### src/rtl/cpu_pkg.sv
// Shared encodings for the multi-cycle RV32I control path: opcodes, ALU op
// classes, datapath mux selects and the control FSM state encoding.
package cpu_pkg;

   localparam int unsigned OPC_W = 7;
   localparam int unsigned F3_W  = 3;
   localparam int unsigned SEL_W = 2;
   localparam int unsigned CNT_W = 8;

   // Supported major opcodes
   localparam logic [OPC_W-1:0] OPC_RTYPE  = 7'b0110011;
   localparam logic [OPC_W-1:0] OPC_ITYPE  = 7'b0010011;
   localparam logic [OPC_W-1:0] OPC_LOAD   = 7'b0000011;
   localparam logic [OPC_W-1:0] OPC_STORE  = 7'b0100011;
   localparam logic [OPC_W-1:0] OPC_BRANCH = 7'b1100011;
   localparam logic [OPC_W-1:0] OPC_JAL    = 7'b1101111;

   // Supported branch conditions
   localparam logic [F3_W-1:0] F3_BEQ = 3'b000;
   localparam logic [F3_W-1:0] F3_BNE = 3'b001;

   // aluop classes handed to ALUcontrol
   localparam logic [SEL_W-1:0] ALU_ADD   = 2'b00;
   localparam logic [SEL_W-1:0] ALU_SUB   = 2'b01;
   localparam logic [SEL_W-1:0] ALU_RTYPE = 2'b10;
   localparam logic [SEL_W-1:0] ALU_ITYPE = 2'b11;

   // ALU operand A select
   localparam logic [SEL_W-1:0] SRCA_PC    = 2'b00;
   localparam logic [SEL_W-1:0] SRCA_RS1   = 2'b01;
   localparam logic [SEL_W-1:0] SRCA_OLDPC = 2'b10;

   // ALU operand B select
   localparam logic [SEL_W-1:0] SRCB_RS2  = 2'b00;
   localparam logic [SEL_W-1:0] SRCB_FOUR = 2'b01;
   localparam logic [SEL_W-1:0] SRCB_IMM  = 2'b10;

   // Register file write-back source
   localparam logic [SEL_W-1:0] WB_ALUOUT = 2'b00;
   localparam logic [SEL_W-1:0] WB_MDR    = 2'b01;
   localparam logic [SEL_W-1:0] WB_PC     = 2'b10;

   typedef enum logic [3:0] {
      S_FETCH    = 4'd0,
      S_DECODE   = 4'd1,
      S_EXEC_R   = 4'd2,
      S_EXEC_I   = 4'd3,
      S_MEM_ADDR = 4'd4,
      S_MEM_RD   = 4'd5,
      S_MEM_WR   = 4'd6,
      S_WB_ALU   = 4'd7,
      S_WB_MEM   = 4'd8,
      S_BRANCH   = 4'd9,
      S_JAL      = 4'd10,
      S_TRAP     = 4'd11
   } state_e;

   // Dispatch target out of DECODE; unsupported opcodes go to TRAP
   function automatic state_e decode_next(input logic [OPC_W-1:0] opc);
      state_e nxt;
      case (opc)
         OPC_RTYPE:           nxt = S_EXEC_R;
         OPC_ITYPE:           nxt = S_EXEC_I;
         OPC_LOAD, OPC_STORE: nxt = S_MEM_ADDR;
         OPC_BRANCH:          nxt = S_BRANCH;
         OPC_JAL:             nxt = S_JAL;
         default:             nxt = S_TRAP;
      endcase
      return nxt;
   endfunction

endpackage

### src/rtl/multicycle_ctrl.sv
// Main control FSM of the multi-cycle RV32I core.
// Sequences fetch/decode/execute/mem/writeback, drives datapath selects and
// write strobes, handshakes with the unified memory port and traps on
// illegal instructions or memory timeouts.
// Ports:
//   clk, rst_n                 clock, async active-low reset
//   opcode, funct3, alu_zero   instruction fields and ALU zero flag
//   mem_ready                  memory accepts/completes the request this cycle
//   mem_req, mem_we, iord      memory request, write, address select
//   ir_write, pc_write, pc_src IR/PC load strobes and PC source
//   alu_src_a, alu_src_b, aluop  ALU operand selects and op class
//   reg_write, mem_to_reg      register file write enable and data select
//   instr_done                 one-cycle retire pulse
//   illegal, bus_err           sticky trap causes
module multicycle_ctrl
   import cpu_pkg::*;
#(
   parameter int unsigned TIMEOUT_CYCLES = 255
) (
   input  logic             clk,
   input  logic             rst_n,
   input  logic [OPC_W-1:0] opcode,
   input  logic [F3_W-1:0]  funct3,
   input  logic             alu_zero,
   input  logic             mem_ready,
   output logic             mem_req,
   output logic             mem_we,
   output logic             iord,
   output logic             ir_write,
   output logic             pc_write,
   output logic             pc_src,
   output logic [SEL_W-1:0] alu_src_a,
   output logic [SEL_W-1:0] alu_src_b,
   output logic [SEL_W-1:0] aluop,
   output logic             reg_write,
   output logic [SEL_W-1:0] mem_to_reg,
   output logic             instr_done,
   output logic             illegal,
   output logic             bus_err
);

   state_e             state_q, state_d;
   logic [CNT_W-1:0]   wait_cnt_q, wait_cnt_d;
   logic               illegal_q, illegal_d;
   logic               bus_err_q, bus_err_d;
   logic               in_mem;
   logic               timeout;

   // State, wait counter and sticky trap flags
   always_ff @(posedge clk or negedge rst_n) begin
      if (!rst_n) begin
         state_q    <= S_FETCH;
         wait_cnt_q <= '0;
         illegal_q  <= 1'b0;
         bus_err_q  <= 1'b0;
      end else begin
         state_q    <= state_d;
         wait_cnt_q <= wait_cnt_d;
         illegal_q  <= illegal_d;
         bus_err_q  <= bus_err_d;
      end
   end

   // Next-state logic with in-line memory wait counter
   always_comb begin
      state_d    = state_q;
      wait_cnt_d = '0;
      illegal_d  = illegal_q;
      bus_err_d  = bus_err_q;
      in_mem     = (state_q == S_FETCH) || (state_q == S_MEM_RD) || (state_q == S_MEM_WR);
      // The counter holds the number of unanswered request cycles so far
      timeout    = (wait_cnt_q == CNT_W'(TIMEOUT_CYCLES - 1));

      case (state_q)
         S_FETCH:    if (mem_ready) state_d = S_DECODE;
         S_DECODE: begin
            state_d = decode_next(opcode);
            if (state_d == S_TRAP) illegal_d = 1'b1;
         end
         S_EXEC_R:   state_d = S_WB_ALU;
         S_EXEC_I:   state_d = S_WB_ALU;
         S_MEM_ADDR: state_d = opcode[5] ? S_MEM_WR : S_MEM_RD;
         S_MEM_RD:   if (mem_ready) state_d = S_WB_MEM;
         S_MEM_WR:   if (mem_ready) state_d = S_FETCH;
         S_WB_ALU:   state_d = S_FETCH;
         S_WB_MEM:   state_d = S_FETCH;
         S_BRANCH: begin
            if ((funct3 == F3_BEQ) || (funct3 == F3_BNE)) begin
               state_d = S_FETCH;
            end else begin
               state_d   = S_TRAP;
               illegal_d = 1'b1;
            end
         end
         S_JAL:      state_d = S_FETCH;
         S_TRAP:     state_d = S_TRAP;
         default:    state_d = S_TRAP;
      endcase

      // Unanswered request: count, or trap once the budget is used up.
      // A mem_ready in the same cycle falls outside this branch and wins.
      if (in_mem && !mem_ready) begin
         if (timeout) begin
            state_d   = S_TRAP;
            bus_err_d = 1'b1;
         end else begin
            wait_cnt_d = wait_cnt_q + CNT_W'(1);
         end
      end
   end

   // Output decode from state; everything is forced low while reset is held
   always_comb begin
      mem_req    = 1'b0;
      mem_we     = 1'b0;
      iord       = 1'b0;
      ir_write   = 1'b0;
      pc_write   = 1'b0;
      pc_src     = 1'b0;
      alu_src_a  = SRCA_PC;
      alu_src_b  = SRCB_RS2;
      aluop      = ALU_ADD;
      reg_write  = 1'b0;
      mem_to_reg = WB_ALUOUT;
      instr_done = 1'b0;

      if (rst_n) begin
         case (state_q)
            S_FETCH: begin
               mem_req   = 1'b1;
               alu_src_a = SRCA_PC;
               alu_src_b = SRCB_FOUR;
               if (mem_ready) begin
                  ir_write = 1'b1;
                  pc_write = 1'b1;
               end
            end
            S_DECODE: begin
               // Precompute branch/jal target into ALUOut
               alu_src_a = SRCA_OLDPC;
               alu_src_b = SRCB_IMM;
            end
            S_EXEC_R: begin
               alu_src_a = SRCA_RS1;
               alu_src_b = SRCB_RS2;
               aluop     = ALU_RTYPE;
            end
            S_EXEC_I: begin
               alu_src_a = SRCA_RS1;
               alu_src_b = SRCB_IMM;
               aluop     = ALU_ITYPE;
            end
            S_MEM_ADDR: begin
               alu_src_a = SRCA_RS1;
               alu_src_b = SRCB_IMM;
            end
            S_MEM_RD: begin
               mem_req = 1'b1;
               iord    = 1'b1;
            end
            S_MEM_WR: begin
               mem_req    = 1'b1;
               mem_we     = 1'b1;
               iord       = 1'b1;
               instr_done = mem_ready;
            end
            S_WB_ALU: begin
               reg_write  = 1'b1;
               mem_to_reg = WB_ALUOUT;
               instr_done = 1'b1;
            end
            S_WB_MEM: begin
               reg_write  = 1'b1;
               mem_to_reg = WB_MDR;
               instr_done = 1'b1;
            end
            S_BRANCH: begin
               alu_src_a = SRCA_RS1;
               alu_src_b = SRCB_RS2;
               aluop     = ALU_SUB;
               pc_src    = 1'b1;
               if (funct3 == F3_BEQ) begin
                  pc_write   = alu_zero;
                  instr_done = 1'b1;
               end else if (funct3 == F3_BNE) begin
                  pc_write   = ~alu_zero;
                  instr_done = 1'b1;
               end
            end
            S_JAL: begin
               reg_write  = 1'b1;
               mem_to_reg = WB_PC;
               pc_write   = 1'b1;
               pc_src     = 1'b1;
               instr_done = 1'b1;
            end
            default: ;
         endcase
      end
   end

   assign illegal = illegal_q;
   assign bus_err = bus_err_q;

endmodule
### config.mk
export PLATFORM = sky130hd
export DESIGN_NAME = multicycle_ctrl
export DESIGN_NICKNAME = d
export VERILOG_FILES = /design/src/rtl/cpu_pkg.sv /design/src/rtl/multicycle_ctrl.sv
export SDC_FILE = /design/constraint.sdc
export NUM_CORES = 1
export LEC_CHECK = 0
export CAP_MARGIN = 20
export CORE_ASPECT_RATIO = 1.5
export CORE_UTILIZATION = 30
export CTS_BUF_LIST = sky130_fd_sc_hd__clkbuf_8
export DETAILED_ROUTE_END_ITERATION = 8
export PLACE_DENSITY = 0.57
export SYNTH_ARGS = -nofsm -noshare
export SYNTH_HDL_FRONTEND = slang
export SYNTH_SLANG_ARGS = --single-unit
### constraint.sdc
create_clock -name clk -period 4.2 [get_ports clk]
set_input_delay 0.63 -clock clk [delete_from_list [all_inputs] [get_ports clk]]
set_output_delay 0.63 -clock clk [all_outputs]
set_load 0.02 [all_outputs]
==> results.md, run 1 <==
- Critical Path Start Type: input pin
- Launch point of the worst path: mem_ready
- Power per cell area: 186.9 mW/mm^2
- Final weighted congestion in routability-driven placement: 0.7630
- Switch Pwr: 57.94 uW
- Mapped Cells: 128
- GRT overflow: 0
- Area of the core: 0.003448 mm^2
- Num CTS Buffers: 3
- Worst setup path category: input pin to output pin
- Overall die area: 0.003879 mm^2
- Post-Place Worst Slack: 0.9013 ns
- Highest attainable clock frequency: 301.4 MHz
- Footprint of the flip-flops and latches: 350.3 um^2
- Fraction of post-synthesis cell area in the top cell type by area: 32.18%
- Most common cell in the netlist: nor2_1
- Nets in the synthesized netlist: 144
- Number of synthesized register bits: 14
- Max_cap viols: 0
- Initial Util: 31.57%
- Post-synth design cell area: 0.001089 mm^2
- Stage delay of the slowest cell on the critical path: 0.66 ns
- Maximum fanout count along the critical path: 10
- Critical Path End: pc_write
- GRT Overall Usage: 14.73%
- Share of synthesized flip-flops with an asynchronous set or reset: 100.0%
- Fin crit share: 79.01%
- Sequential fraction of design power: 50.0%
- Largest clock skew in the final design: 0.0007890 ns
- Vias in the first global route: 998
- Rows: 26
- Status: completed
- Number of search-and-repair iterations in the first detailed-routing pass: 4
- Initial antenna violation count: 0
- Met3 Wirelength: 91 um
- Hold path startpoint: bus_err
- Filler cells: 358
- CP top delay family: buffers and inverters
- Post-cts sizing count: 0
- CP Capture Type: output pin
- Multi-input gate area: 675.6 um^2
- Highest-delay cell along the critical path: clkdlybuf4s50_1
- Ranking of synthesized cells by area: dfrtp_1, nor2_1, xor2_1
- Ys Warns: 0
- Bufs and invs on worst path: 2
- Number of DRC markers after the initial detailed-route iteration: 20
- Fraction of final layout cells with drive strength greater than 1: 6.452%
- Horiz. Die Dim: 51.19 um
- Number of hold violations in the final report: 0
- Antenna violation net count after detailed routing: 0
- CTS Buffer Depth: 2
- Peak VDD IR: 0.0001593 V
- Clock transition at the registers of the reported paths: 0.05 ns
- Headroom to the max-slew limit: 54.30%
- Library cell occupying the most area in the post-synthesis netlist: dfrtp_1
- Final net count: 173
- Routed wire length per instance: 13.66 um
- Total of hold buffers inserted after clock tree synthesis: 0
- DRC violations left: 0
- Number of enable-type register cells in the synthesized netlist: 0
- CTS tree: done
- Internal power contribution: 213.6 uW
- Final wirelength: 2.692 mm
- Worst path cell trace: clkdlybuf4s50_1 -> nor3b_2 -> a21oi_1 -> or3_1 -> a2bb2oi_1 -> clkdlybuf4s50_1
- Count of antenna diodes in the layout: 0
- Combinational share of power: 9.8%
- Worst-case reg-to-reg path depth: 4
- Height of the chip: 75.78 um
- Most instantiated cells after synthesis: nor2_1, dfrtp_1
- Final period demand of the worst path: 3.318 ns
- Final-layout worst hold slack: 0.4834 ns
- Cell repeated most along the worst path: clkdlybuf4s50_1
- Critical path depth: 6
- Clock Tree Root: clkbuf_8
- Flop2flop setup slack: 2.40 ns
- Met2 Routed Length: 1.451 mm
- Setup-failing EPs final: 0
- Setup repair after global routing missed its margin: no
- Detailed-routing wirelength on met1: 1.105 mm
- Tightest Pin Transition: 0.6855 ns
- IO Count: 32
- Via count of the routed design: 1034
- Pin count of the biggest net entering global routing: 23
- Clk pwr share: 40.2%
- Required arrival time at the worst endpoint: 3.57 ns
- Leakage power: 0.0005561 uW
- Clock sink count: 14
- Yosys cell types: 47
- Maximum level of the CTS H-tree: 1
- Max-slew violation count: 0
- Final worst-path setup slack: 0.8816 ns
- Per-cell via count in the routed design: 5.249
- Post-CTS repair timing setup buffer count: 0
- Switching portion of total power: 21.34%
- Highest metal layer with signal wires: met4
- HPWL after detailed placement: 2.115 mm
- Flip-flop cell with the highest count after synthesis: dfrtp_1
- Global-route wire length before repair: 4.257 mm
- Mean cell area of the mapped netlist: 8.504 um^2
- Startpoint of the worst register-to-register path: state_q[1]
- Worst skew pair latency: 0.24 ns
- Synthesis-to-finish area growth: 33.45%
- Hold/Removal Path Class: flop to flop
- Overall power of the completed layout: 271.6 uW
- Number of buffer cells added on primary ports: 31
- Setup Total Neg Slack: 0 ns
- Sequential share of the synthesized area: 32.18%
- Arr. time, crit path: 2.69 ns
- Reg-to-reg critical path endpoint: state_q[3]
-- worst min-delay path by stage --
stage               slack (ns)       to  depth (start not counted)
finish                    0.48  bus_err                          1
global route              0.50  bus_err                          1
CTS                       0.49  bus_err                          1
detailed placement        0.47  bus_err                          1
global placement          0.47  bus_err                          1
floorplan                 0.33  bus_err                          0
-- stage by stage --
step | instances | util, % | cell area (um^2)
floorplan | 128 | - | 1089
global placement | 194 | 40.93 | 1411
detailed placement | 194 | 40.93 | 1411
CTS | 197 | 42.13 | 1453
global route | 197 | 42.13 | 1453
finish | 197 | 42.13 | 1453
-- layout by cell type (no fill, tap or decap), drive strengths merged, types with 2 or more instances in the layout --
cell type / n
nand2: 6
dfrtp: 14
and2: 3
nor2: 17
and4: 2
nor4b: 2
a21oi: 5
clkbuf: 3
ha: 2
o21bai: 2
nor2b: 3
and3: 3
o21ai: 6
nand3: 6
nand3b: 2
nand4: 2
clkdlybuf4s50: 31
xor2: 6
nor3: 4
nand2b: 6
xnor2: 2
inv: 4
nor3b: 2
-- layout make-up --
type	instances	share of cell area, %
repair buffers	32	21.88
clock buffers	3	2.842
inverters	4	1.034
multi-input cells	102	46.51
flip-flops and latches	14	24.12
well taps	42	3.618
-- kinds of logic (layout without fill, tap and decap cells) --
kind of cell	Yosys count	in the layout	share of synthesized area [%]
xor gates and xnor gates	8	8	6.437
adders and majority gates	2	2	2.298
AOI/OAI and AO/OA	27	27	18.28
buffers and inverters	12	39	5.746
and+or+nand+nor	64	64	34.03
DFF	14	14	32.18
muxes	1	1	1.034
-- sequential cells by signal (all words and copies together), names as in the netlist --
| name | flops |
|---|---|
| bus_err | 1 |
| illegal | 1 |
| state_q | 4 |
| wait_cnt_q | 8 |
-- worst register-to-register path, cell delays in order (launching register included) --
cell	delay, ns
dfrtp_1	0.78
nor3_1	0.16
a32oi_2	0.28
o22ai_1	0.18
a221o_1	0.29
-- metal layers --
| layer | GRT usage, % | vias to the layer above |
|---|---|---|
| li1 | - | 518 |
| met1 | 14.60 | 488 |
| met2 | 29.97 | 23 |
| met3 | 1.198 | 5 |
| met4 | 7.099 | 0 |
| met5 | 0 | - |
-- power by group through the flow --
| stage | logic (uW) | registers [uW] | clock network (uW) |
|---|---|---|---|
| floorplan | 6.85 | 139 | 0 |
| global placement | 26.3 | 138 | 0 |
| detailed placement | 26.9 | 138 | 0 |
| CTS | 27.1 | 136 | 112 |
| global route | 28.8 | 136 | 118 |
| finish | 26.7 | 136 | 109 |
Note: power is estimated with default switching activity, not from simulation.
==> run 2: changes to the inputs <==
clock period = 3.4 ns   (was 4.2 ns; I/O delays follow)
==> run 2 against run 1 <==
Sequential share of layout area fell by 0.47 points. Count of clock-buffer cells in the layout rose by 1. Non-clock buffer count rose by 2. Critical path depth fell by 1. Utilization rose by 0.83 points. Sequential power rose by 24%. Sequential cell count did not move. Routed wire length fell by 3.0%. Clock skew rose by 0.0019 ns. Hold slack improved by 0.0015 ns. Design area rose by 2.0%. Register-to-register slack got worse by 0.80 ns. Largest power group unchanged.
==> results.md, run 2 (same netlist as run 1, synthesis figures left out) <==
- Worst setup path category: input pin to output pin
- Global-route wire length before repair: 4.271 mm (+0.33%)
- Switch Pwr: 68.59 uW (+18%)
- Number of search-and-repair iterations in the first detailed-routing pass: 4 (unchanged)
- Peak VDD IR: 0.0002189 V (+37%)
- Final non-filler cell area: 0.001481 mm^2 (+2.0%)
- Tightest Pin Transition: 0.6780 ns (-0.007445 ns)
- Count of antenna diodes in the layout: 0 (unchanged)
- Overall die area: 0.003879 mm^2 (unchanged)
- Setup Total Neg Slack: 0 ns (unchanged)
- Final period demand of the worst path: 2.894 ns
- Initial antenna violation count: 0 (unchanged)
- Highest-delay cell along the critical path: clkdlybuf4s50_1
- Max-slew violation count: 0 (unchanged)
- Filler cells: 354 (-1.1%)
- Final weighted congestion in routability-driven placement: 0.7798 (+2.2%)
- Area of the core: 0.003448 mm^2 (unchanged)
- Most frequent cells in the layout: clkdlybuf4s50_1, nor2_1, dfrtp_1
- Per-cell via count in the routed design: 5.315 (+1.3%)
- Bufs and invs on worst path: 2 (unchanged)
- Synthesis-to-finish area growth: 36.09%
- Fin crit share: 85.13%
- Setup repair after global routing missed its margin: no
- Power per cell area: 241.1 mW/mm^2 (+29%)
- Hold/Removal Path Class: flop to flop
- Via count of the routed design: 1063 (+2.8%)
- Initial Util: 31.57% (unchanged)
- Max_cap viols: 0 (unchanged)
- Largest regs: wait_cnt_q (8), state_q (4)
- Flip-flop count of the largest register after layout: 8 (unchanged)
- Clk pwr share: 43.5% (+3.3 points)
- Number of buffer cells added on primary ports: 31 (unchanged)
- Clock sink count: 14 (unchanged)
- GRT overflow: 0 (unchanged)
- Routed wire length per instance: 13.06 um (-4.5%)
- Critical Path Start Type: input pin
- Sequential fraction of design power: 46.9% (-3.1 points)
- Overall power of the completed layout: 357.2 uW (+32%)
- Fraction of final layout cells with drive strength greater than 1: 8.228% (+1.8 points)
- Most common cell after layout, fill and taps aside: clkdlybuf4s50_1
- GRT Overall Usage: 14.26% (-0.48 points)
- CTS tree: done
- Largest clock skew in the final design: 0.002659 ns (+0.001870 ns)
- HPWL after detailed placement: 1.987 mm (-6.0%)
- Rows: 26 (unchanged)
- Setup-failing EPs final: 0 (unchanged)
- Height of the chip: 75.78 um (unchanged)
- Maximum level of the CTS H-tree: 1 (unchanged)
- Switching portion of total power: 19.20% (-2.1 points)
- CP top delay family: buffers and inverters
- Cell repeated most along the worst path: clkdlybuf4s50_1
- Post-CTS repair timing setup buffer count: 0 (unchanged)
- Status: completed
- Worst skew pair latency: 0.24 ns (about the same)
- Horiz. Die Dim: 51.19 um (unchanged)
- Pin count of the biggest net entering global routing: 23 (unchanged)
- Headroom to the max-slew limit: 54.80% (+0.50 points)
- Area of placed instances: 0.001426 mm^2 (+1.1%)
- DRC violations left: 0 (unchanged)
- Number of hold violations in the final report: 0 (unchanged)
- Maximum fanout count along the critical path: 10 (unchanged)
- Clock transition at the registers of the reported paths: 0.05 ns (about the same)
- Antenna violation net count after detailed routing: 0 (unchanged)
- Vias in the first global route: 986 (-1.2%)
- Final wirelength: 2.611 mm (-3.0%)
- CTS Buffer Depth: 2 (unchanged)
- Required arrival time at the worst endpoint: 2.89 ns (-0.68 ns)
- Combinational share of power: 9.5% (-0.3 points)
- Post-cts sizing count: 0 (unchanged)
- Leakage power: 0.0005736 uW (+3.1%)
- Total of hold buffers inserted after clock tree synthesis: 0 (unchanged)
- IO Count: 32 (unchanged)
- Worst path cell trace: clkdlybuf4s50_1 -> nand2_1 -> a21oi_1 -> a2bb2oi_1 -> clkdlybuf4s50_1
- Internal power contribution: 288.6 uW (+35%)
- Clock Tree Root: clkbuf_8
- Final net count: 175 (+1.2%)
- Num CTS Buffers: 3 (unchanged)
- Arr. time, crit path: 2.38 ns (-0.31 ns)
- Number of DRC markers after the initial detailed-route iteration: 15 (-25%)
- Largest register by flop count: wait_cnt_q
- CP Capture Type: output pin
- Stage delay of the slowest cell on the critical path: 0.69 ns (+0.03 ns)
- Highest attainable clock frequency: 345.5 MHz
run 2: changes by cell type in the layout (fill, tap and decap cells not counted):
cell      previous run  this run
buf_4                1         3
clkbuf_8             3         4
run 2: area by class of cell:
type / count / area, um^2 / area share (%)
inverters: 4 / 15.01 / 1.014
flip-flops and latches: 14 / 350.3 / 23.65
well taps: 42 / 52.55 / 3.547
repair buffers: 34 / 332.8 / 22.47
clock buffers: 4 / 55.05 / 3.716
multi-input cells: 102 / 675.6 / 45.61
run 2: final timing paths:
check                      slack, ns  depth (start not counted)       endpoint  startpoint
setup / recovery                0.51                          5       pc_write       rst_n
setup reg to reg                1.60                          4     state_q[3]  state_q[1]
hold reg to reg                 0.48                          1        bus_err     bus_err
hold / removal                  0.48                          1        bus_err     bus_err
max in group asynchronous       2.33                          2  wait_cnt_q[6]       rst_n
min in group asynchronous       0.55                          1     state_q[0]       rst_n
run 2: through the flow:
step / hold WS [ns] / std cells / setup WS [ns] / utilization, %
floorplan: 0.2144 / 128 / 1.302 / -
global placement: 0.4790 / 196 / 0.5915 / 41.36
detailed placement: 0.4903 / 196 / 0.5058 / 41.36
CTS: 0.5027 / 200 / 0.5041 / 42.96
global route: 0.5135 / 200 / 0.3478 / 42.96
finish: 0.4849 / 200 / 0.5056 / 42.96
run 2: layer usage:
layer | track usage (%) | vias up | part of all wire, %
met2 | 27.63 | 23 | 53
met3 | 1.198 | 5 | 3.2
met4 | 4.630 | 0 | 1.1
met1 | 16.14 | 514 | 42
li1 | - | 521 | -
met5 | 0 | - | 0
run 2: power groups by stage:
stage	clock network, uW	registers, uW	logic [uW]
finish	156	168	34.0
global route	168	168	36.7
CTS	160	168	34.5
detailed placement	0	171	34.1
global placement	0	171	33.5
floorplan	0	171	8.47
